--- src/rtl/instr_fetch_unit.sv ---
`default_nettype none
// ============================================================================
//  Module   : instr_fetch_unit
//  Purpose  : Instruction fetch front end. Holds a word-aligned fetch address
//             register, issues one outstanding memory read at a time, guards
//             against response timeouts, discards responses made obsolete by
//             an address change, and keeps a single-entry instruction buffer.
//  Revision : 1.0  initial release
// ----------------------------------------------------------------------------
//  Ports
//    clk             in   1   clock, all state changes on rising edge
//    reset           in   1   synchronous, active-low reset
//    address_reg_sel in   2   next address: 00 ALU, 01 PC, 10 INC, 11 hold
//    update_address  in   1   load the address register this cycle
//    alu_result      in  32   branch / load target address
//    pc_value        in  32   R15 read value
//    fetch_en        in   1   permit new memory requests
//    instr_ack       in   1   consumer takes the buffered instruction
//    mem_req_ready   in   1   memory accepts the request
//    mem_rvalid      in   1   read response valid
//    mem_rdata       in  32   read response data
//    mem_req         out  1   read request
//    mem_addr        out 32   read request address
//    inc_address     out 32   address register + 4
//    instruction     out 32   buffered instruction word
//    instr_valid     out  1   buffer holds a valid instruction
//    fetch_abort     out  1   one-cycle pulse on response timeout
// ============================================================================
module instr_fetch_unit #(
    parameter int TIMEOUT = 16
) (
    input  logic        clk,
    input  logic        reset,
    input  logic [1:0]  address_reg_sel,
    input  logic        update_address,
    input  logic [31:0] alu_result,
    input  logic [31:0] pc_value,
    input  logic        fetch_en,
    input  logic        instr_ack,
    input  logic        mem_req_ready,
    input  logic        mem_rvalid,
    input  logic [31:0] mem_rdata,
    output logic        mem_req,
    output logic [31:0] mem_addr,
    output logic [31:0] inc_address,
    output logic [31:0] instruction,
    output logic        instr_valid,
    output logic        fetch_abort
);

    localparam int          c_CNT_W = (TIMEOUT < 2) ? 1 : $clog2(TIMEOUT);
    localparam logic [31:0] c_NOP   = 32'hE1A0_0000;   // MOV R0,R0

    localparam logic [1:0]  c_IDLE  = 2'd0;
    localparam logic [1:0]  c_REQ   = 2'd1;
    localparam logic [1:0]  c_WAIT  = 2'd2;

    logic [1:0]         r_state;
    logic [1:0]         w_state_next;
    logic [31:0]        r_addr;
    logic [31:0]        w_addr_next;
    logic [31:0]        r_mem_addr;
    logic [31:0]        r_instr;
    logic               r_valid;
    logic               r_need;
    logic               r_stale;
    logic               r_abort;
    logic [c_CNT_W-1:0] r_cnt;
    logic               w_start;
    logic               w_accept;
    logic               w_resp;
    logic               w_timeout;
    logic               w_fresh;

    // r_addr is always word aligned, so the increment stays aligned and wraps.
    assign inc_address = r_addr + 32'd4;

    always_comb begin
        w_addr_next = r_addr;
        case (address_reg_sel)
            2'b00:   w_addr_next = alu_result & ~32'h3;
            2'b01:   w_addr_next = pc_value & ~32'h3;
            2'b10:   w_addr_next = inc_address;
            default: w_addr_next = r_addr;
        endcase
    end

    always_comb begin
        w_state_next = r_state;
        w_start      = 1'b0;
        w_accept     = 1'b0;
        w_resp       = 1'b0;
        w_timeout    = 1'b0;
        case (r_state)
            c_IDLE: begin
                if (fetch_en && r_need && (!r_valid || instr_ack)) begin
                    w_state_next = c_REQ;
                    w_start      = 1'b1;
                end
            end
            c_REQ: begin
                if (mem_req_ready) begin
                    w_state_next = c_WAIT;
                    w_accept     = 1'b1;
                end
            end
            c_WAIT: begin
                if (mem_rvalid) begin
                    w_state_next = c_IDLE;
                    w_resp       = 1'b1;
                end else if (r_cnt == c_CNT_W'(TIMEOUT - 1)) begin
                    w_state_next = c_IDLE;
                    w_timeout    = 1'b1;
                end
            end
            default: w_state_next = c_IDLE;
        endcase
    end

    // An address change in the same cycle as the response also obsoletes it:
    // the consumer has already moved on to the new address.
    assign w_fresh = w_resp && !r_stale && !update_address;

    always_ff @(posedge clk) begin
        if (!reset) begin
            r_state <= c_IDLE;
        end else begin
            r_state <= w_state_next;
        end
    end

    always_ff @(posedge clk) begin
        if (!reset) begin
            r_addr     <= 32'd0;
            r_mem_addr <= 32'd0;
            r_instr    <= c_NOP;
            r_valid    <= 1'b0;
            r_need     <= 1'b1;
            r_stale    <= 1'b0;
            r_abort    <= 1'b0;
            r_cnt      <= '0;
        end else begin
            if (update_address) begin
                r_addr <= w_addr_next;
            end

            // A new address always demands a fetch, even if it lands on the
            // cycle the current request is accepted.
            if (update_address || w_timeout) begin
                r_need <= 1'b1;
            end else if (w_accept) begin
                r_need <= 1'b0;
            end

            // The request address is frozen at REQ entry; an address update on
            // that very edge makes the issued request stale from the start.
            if (w_start) begin
                r_mem_addr <= r_addr;
                r_stale    <= update_address;
            end else if (update_address && (r_state != c_IDLE)) begin
                r_stale    <= 1'b1;
            end

            if (w_accept) begin
                r_cnt <= '0;
            end else if (r_state == c_WAIT) begin
                r_cnt <= r_cnt + c_CNT_W'(1);
            end

            r_abort <= w_timeout;

            if (w_fresh) begin
                r_instr <= mem_rdata;
                r_valid <= 1'b1;
            end else if (instr_ack) begin
                r_valid <= 1'b0;
            end
        end
    end

    assign mem_req     = (r_state == c_REQ);
    assign mem_addr    = r_mem_addr;
    assign instruction = r_instr;
    assign instr_valid = r_valid;
    assign fetch_abort = r_abort;

endmodule
`default_nettype wire

--- config.mk ---
export PLATFORM = sky130hd
export DESIGN_NAME = instr_fetch_unit
export DESIGN_NICKNAME = d
export VERILOG_FILES = /design/src/rtl/instr_fetch_unit.sv
export SDC_FILE = /design/constraint.sdc
export NUM_CORES = 1
export LEC_CHECK = 0
export CAP_MARGIN = 30
export CORE_ASPECT_RATIO = 1.25
export CORE_MARGIN = 2
export CORE_UTILIZATION = 45
export DETAILED_ROUTE_END_ITERATION = 16
export PLACE_DENSITY = 0.82
export SLEW_MARGIN = 10
export SYNTH_ARGS = -nofsm -noshare
export SYNTH_HDL_FRONTEND = slang
export SYNTH_SLANG_ARGS = --single-unit
--- constraint.sdc ---
create_clock -name clk -period 6.3 [get_ports clk]
set_input_delay 0.63 -clock clk [delete_from_list [all_inputs] [get_ports clk]]
set_output_delay 0.63 -clock clk [all_outputs]
set_load 0.03 [all_outputs]
; ---- Yosys cells after proc, flatten, opt, wreduce, memory -nomap -nowiden
; Cells that the tools add are included.
[classes]
mux = 19
eq_ne = 8
bitwise = 1
n_div = 0
reduce_logical = 20
n_mul = 0
n_lt_le_gt_ge = 0
add_sub_neg = 2
shifts = 0
[op_table]
columns = operator, n
row1 = $pmux W32 S3, 1
row2 = $add A32 B3 Y32 const B, 1
row3 = $mux W1, 13
row4 = $mux W2, 4
row5 = $pmux W2 S3, 1
row6 = $reduce_bool A2 Y1, 3
row7 = $logic_and A1 B1 Y1, 5
row8 = $add A4 B1 Y4 const B, 1
row9 = $eq A2 B1 Y1 const B, 2
row10 = $eq A2 B2 Y1 const B, 2
row11 = $eq A4 B4 Y1 const B, 1
row12 = $logic_not A2 Y1, 2
row13 = $ne A2 B2 Y1 const B, 2
row14 = $reduce_or A2 Y1, 2
row15 = $logic_not A1 Y1, 3
row16 = $ne A3 B3 Y1 const B, 1
row17 = $reduce_and A3 Y1, 1
row18 = $reduce_bool A3 Y1, 1
row19 = $logic_or A1 B1 Y1, 2
row20 = $reduce_and A2 Y1, 1
row21 = $not A1 Y1, 1
[word_totals]
memories = 0
register_bits = 106
inputBits = 105
ramBits = 0
latch_bits = 0
wordCells = 59
romBits = 0
out_inout_bits = 99

; ---- Logic depth before layout (Yosys ltp)
[depth]
word_depth = 6
mapped_depth = 8

; ---- Worst setup path before layout
; Ideal clock, no wire load.
[synth_timing]
kind = flip-flop to output port
start = reg r_addr[2]
end = out inc_address[31]
slack_ns = 3.514
arrival_time_ns = 2.156
stages_incl_launch_ff = 7
path_cell_list = dfxtp_1 -> clkbuf_1 -> nand4_1 -> or4_1 -> buf_2 -> or4_4 -> xnor2_2
[synth_between]
elab_chain_cells = 1
[synth_rtl]
columns = element, line
row1 = start: declaration, 60  ; logic [31:0] r_addr;
row2 = start signal: assignment, 144  ; r_addr <= w_addr_next;
row3 = $add A32 B3 Y32, 76  ; assign inc_address = r_addr + 32'd4;
row4 = end: declaration, 45  ; output logic [31:0] inc_address,
; No other way between the ends.

; ---- Final worst setup path
[layout_timing]
start = reg r_addr[2]
end = out inc_address[28]
; Same word-level chain as after synthesis.

==> impl_metrics.json <==
{
  "p_per_area_nw_per_um2": 217,
  "ant_nets": 0,
  "crit_arrival_ns": 3.30,
  "status": "finished, final reports clean",
  "drv_slew": 0,
  "grt_pass1_vias": 5326,
  "ctsHoldBuffers": 0,
  "clockBufferDepth": 2,
  "drt_wl_total_microns": 16500,
  "setup_violations": 0,
  "grt-ovfl-total": 0,
  "tightest_slew_ns": 0.918,
  "firstDrtPassIters": 5,
  "finalHoldViolCount": 0,
  "timing.setup.tns_ns": 0,
  "drt_iter0_markers": 286,
  "antenna_found_initial": 0,
  "ys_warn_count": 0,
  "grt_max_degree": 83,
  "drv_cap": 0,
  "cts_setup_buffers": 0,
  "netlist_area_sq_um": 5180,
  "coreArea_sq_um": 11100,
  "clock.fmax_ghz": 0.254,
  "synth_cell_types": 56,
  "rr_startpoint": "r_addr[2]$_SDFFE_PN0P_",
  "die_x_microns": 100,
  "skew_ns": 0.00717,
  "path_max_fanout": 11,
  "htree_num_levels": 3,
  "via_per_inst": 5.71,
  "synth_top_cells_by_count": "165 x nand2_1, 102 x dfxtp_1, 73 x a21oi_1",
  "route.detailed.drc": 0,
  "startpoint": "r_addr[2]$_SDFFE_PN0P_",
  "finalCritPeriodShare_pct": 62.4,
  "ys_seq_elements": 102,
  "end_kind": "primary output",
  "p_leak_nw": 2.66,
  "synth_most_common_cell": "nand2_1",
  "dpl.hpwl_microns": 11800,
  "start_util_pct": 46.5,
  "yosysTopAreaCell": "dfxtp_1",
  "rsz0062_at_grt": "false",
  "synthFlopType": "dfxtp_1",
  "syn_inst": 685,
  "clkLatencyLatePin_ns": 0.35,
  "cts_buffers": 9,
  "layout-drive-gt1-share_pct": 4.49,
  "cts_num_sinks": 102,
  "rows": 43,
  "num_vias": 5606,
  "nNetsFinal": 951,
  "path_class": "reg2out",
  "grt_first_pass_wirelength_microns": 25800,
  "post_cts_resized": 0,
  "period_needed_ns": 3.93,
  "synth_area_leaders": "dfxtp_1 39%, nand2_1 12%, a21oi_1 7.1%",
  "hp-start": "instruction[7]$_SDFFE_PN0P_",
  "cts_tree": "built",
  "clock-root-buffer": "clkbuf_16",
  "vdd_ir_drop_max_mv": 0.137,
  "grtUsageTotal_pct": 26.1,
  "pin_count": 204,
  "synth_edf_count": 0,
  "hp-class": "reg2reg",
  "portBuffers": 195,
  "dieHeight_microns": 124,
  "dieArea_sq_um": 12400,
  "syn_area_per_cell_sq_um": 7.56,
  "antenna_cells": 0,
  "wl_per_cell_microns": 16.9,
  "cp-start-kind": "register",
  "slew_headroom_pct": 38.8,
  "yosysSeqAreaShare_pct": 39.4,
  "clk_transition_reported_paths_ns": 0.07,
  "async_flop_share_pct": 0,
  "place.gp.congestion": 0.885,
  "p_total_mw": 1.63,
  "synth_top_area_share_pct": 39.4,
  "syn2layout_area_growth_pct": 44.9,
  "required_ns": 5.67
}
[cells by family (layout without fill, tap and decap cells)]
kind of cell    after synthesis  in the layout  synth area share, %
compound gates              165            165                 19.7
xor+xnor                     27             27                 4.71
fa+ha+maj                     5              5                 1.21
buf+inv                      74            232                 5.77
flops                       102            102                 39.4
mux                           3              3                0.580
other cells                   1              4               0.0724
simple gates                308            308                 28.5
[per-layer routing]
metal  GRT usage, %  wire length, microns  share of wire, %  vias to the layer above
li1               -                     -                 -                     2707
met2           46.6                  8430                51                      262
met3           5.44                  1200               7.3                       30
met5              0                     0                 0                        -
met4           10.3                   381               2.3                        0
met1           30.5                  6520                39                     2607
[state kept, by name, summed over array words and instances (netlist names)]
| signal | flops |
|---|---|
| r_need | 1 |
| fetch_abort | 1 |
| instr_valid | 1 |
| mem_addr | 30 |
| r_addr | 30 |
| r_state | 2 |
| instruction | 32 |
| r_stale | 1 |
| r_cnt | 4 |
[critical path, cell delays in order, from the launching register on]
cell	delay, ns
dfxtp_1	0.54
ha_1	0.33
nand4_1	0.18
nor4_4	0.47
nand3_1	0.33
nor2_1	0.25
xor2_1	0.17
clkdlybuf4s50_1	0.68
[through the flow]
step | instance area (sq um) | util (%) | setup WS (ns) | hold WS [ns] | instances
finish | 7500 | 67.4 | 2.37 | 0.455 | 981
global route | 7500 | 67.4 | 2.12 | 0.476 | 981
CTS | 7500 | 67.4 | 2.39 | 0.456 | 981
detailed placement | 7180 | 64.5 | 2.80 | 0.446 | 965
global placement | 7120 | 63.9 | 2.83 | 0.442 | 962
floorplan | 5190 | - | 3.51 | 0.465 | 688
[cell type report]
type | count | area [sq um]
Clock inverter | 6 | 95.1
Inverter | 9 | 33.8
Timing Repair Buffer | 207 | 2080
Sequential cell | 102 | 2040
Fill cell | 904 | 3630
Clock buffer | 10 | 229
Tap cell | 135 | 169
Multi-Input combinational cell | 512 | 2860
[worst paths after layout]
path	to	slack, ns	cells after the start
worst min register to register	instruction[7]$_SDFFE_PN0P_	0.46	2
worst min-delay path	instruction[7]$_SDFFE_PN0P_	0.46	2
worst max-delay path	inc_address[28]	2.37	7
worst max register to register	r_addr[16]$_SDFFE_PN0P_	3.80	6
[placed cells by master (no fill, tap or decap), types with 4 or more instances in the layout]
cell / n
nand2_1: 165
nor3_1: 14
buf_4: 9
or3_1: 14
clkdlybuf4s50_1: 195
dfxtp_1: 102
nor4_1: 7
inv_1: 8
nand2b_1: 8
a221oi_1: 15
conb_1: 4
nor2_1: 22
a21oi_1: 73
a31oi_1: 7
and3_1: 10
nand4_1: 13
ha_1: 5
o211ai_1: 9
nand3_1: 32
xnor2_1: 21
nor2b_1: 4
o21ai_0: 32
clkbuf_16: 9
xor2_1: 5
[power breakdown]
group	leakage [nW]	switching, mW	total, mW	internal, mW
logic	1.67	0.173	0.319	0.147
clock network	0.157	0.250	0.602	0.352
registers	0.829	0.0383	0.708	0.670
Power figures use the tool's default switching activity.
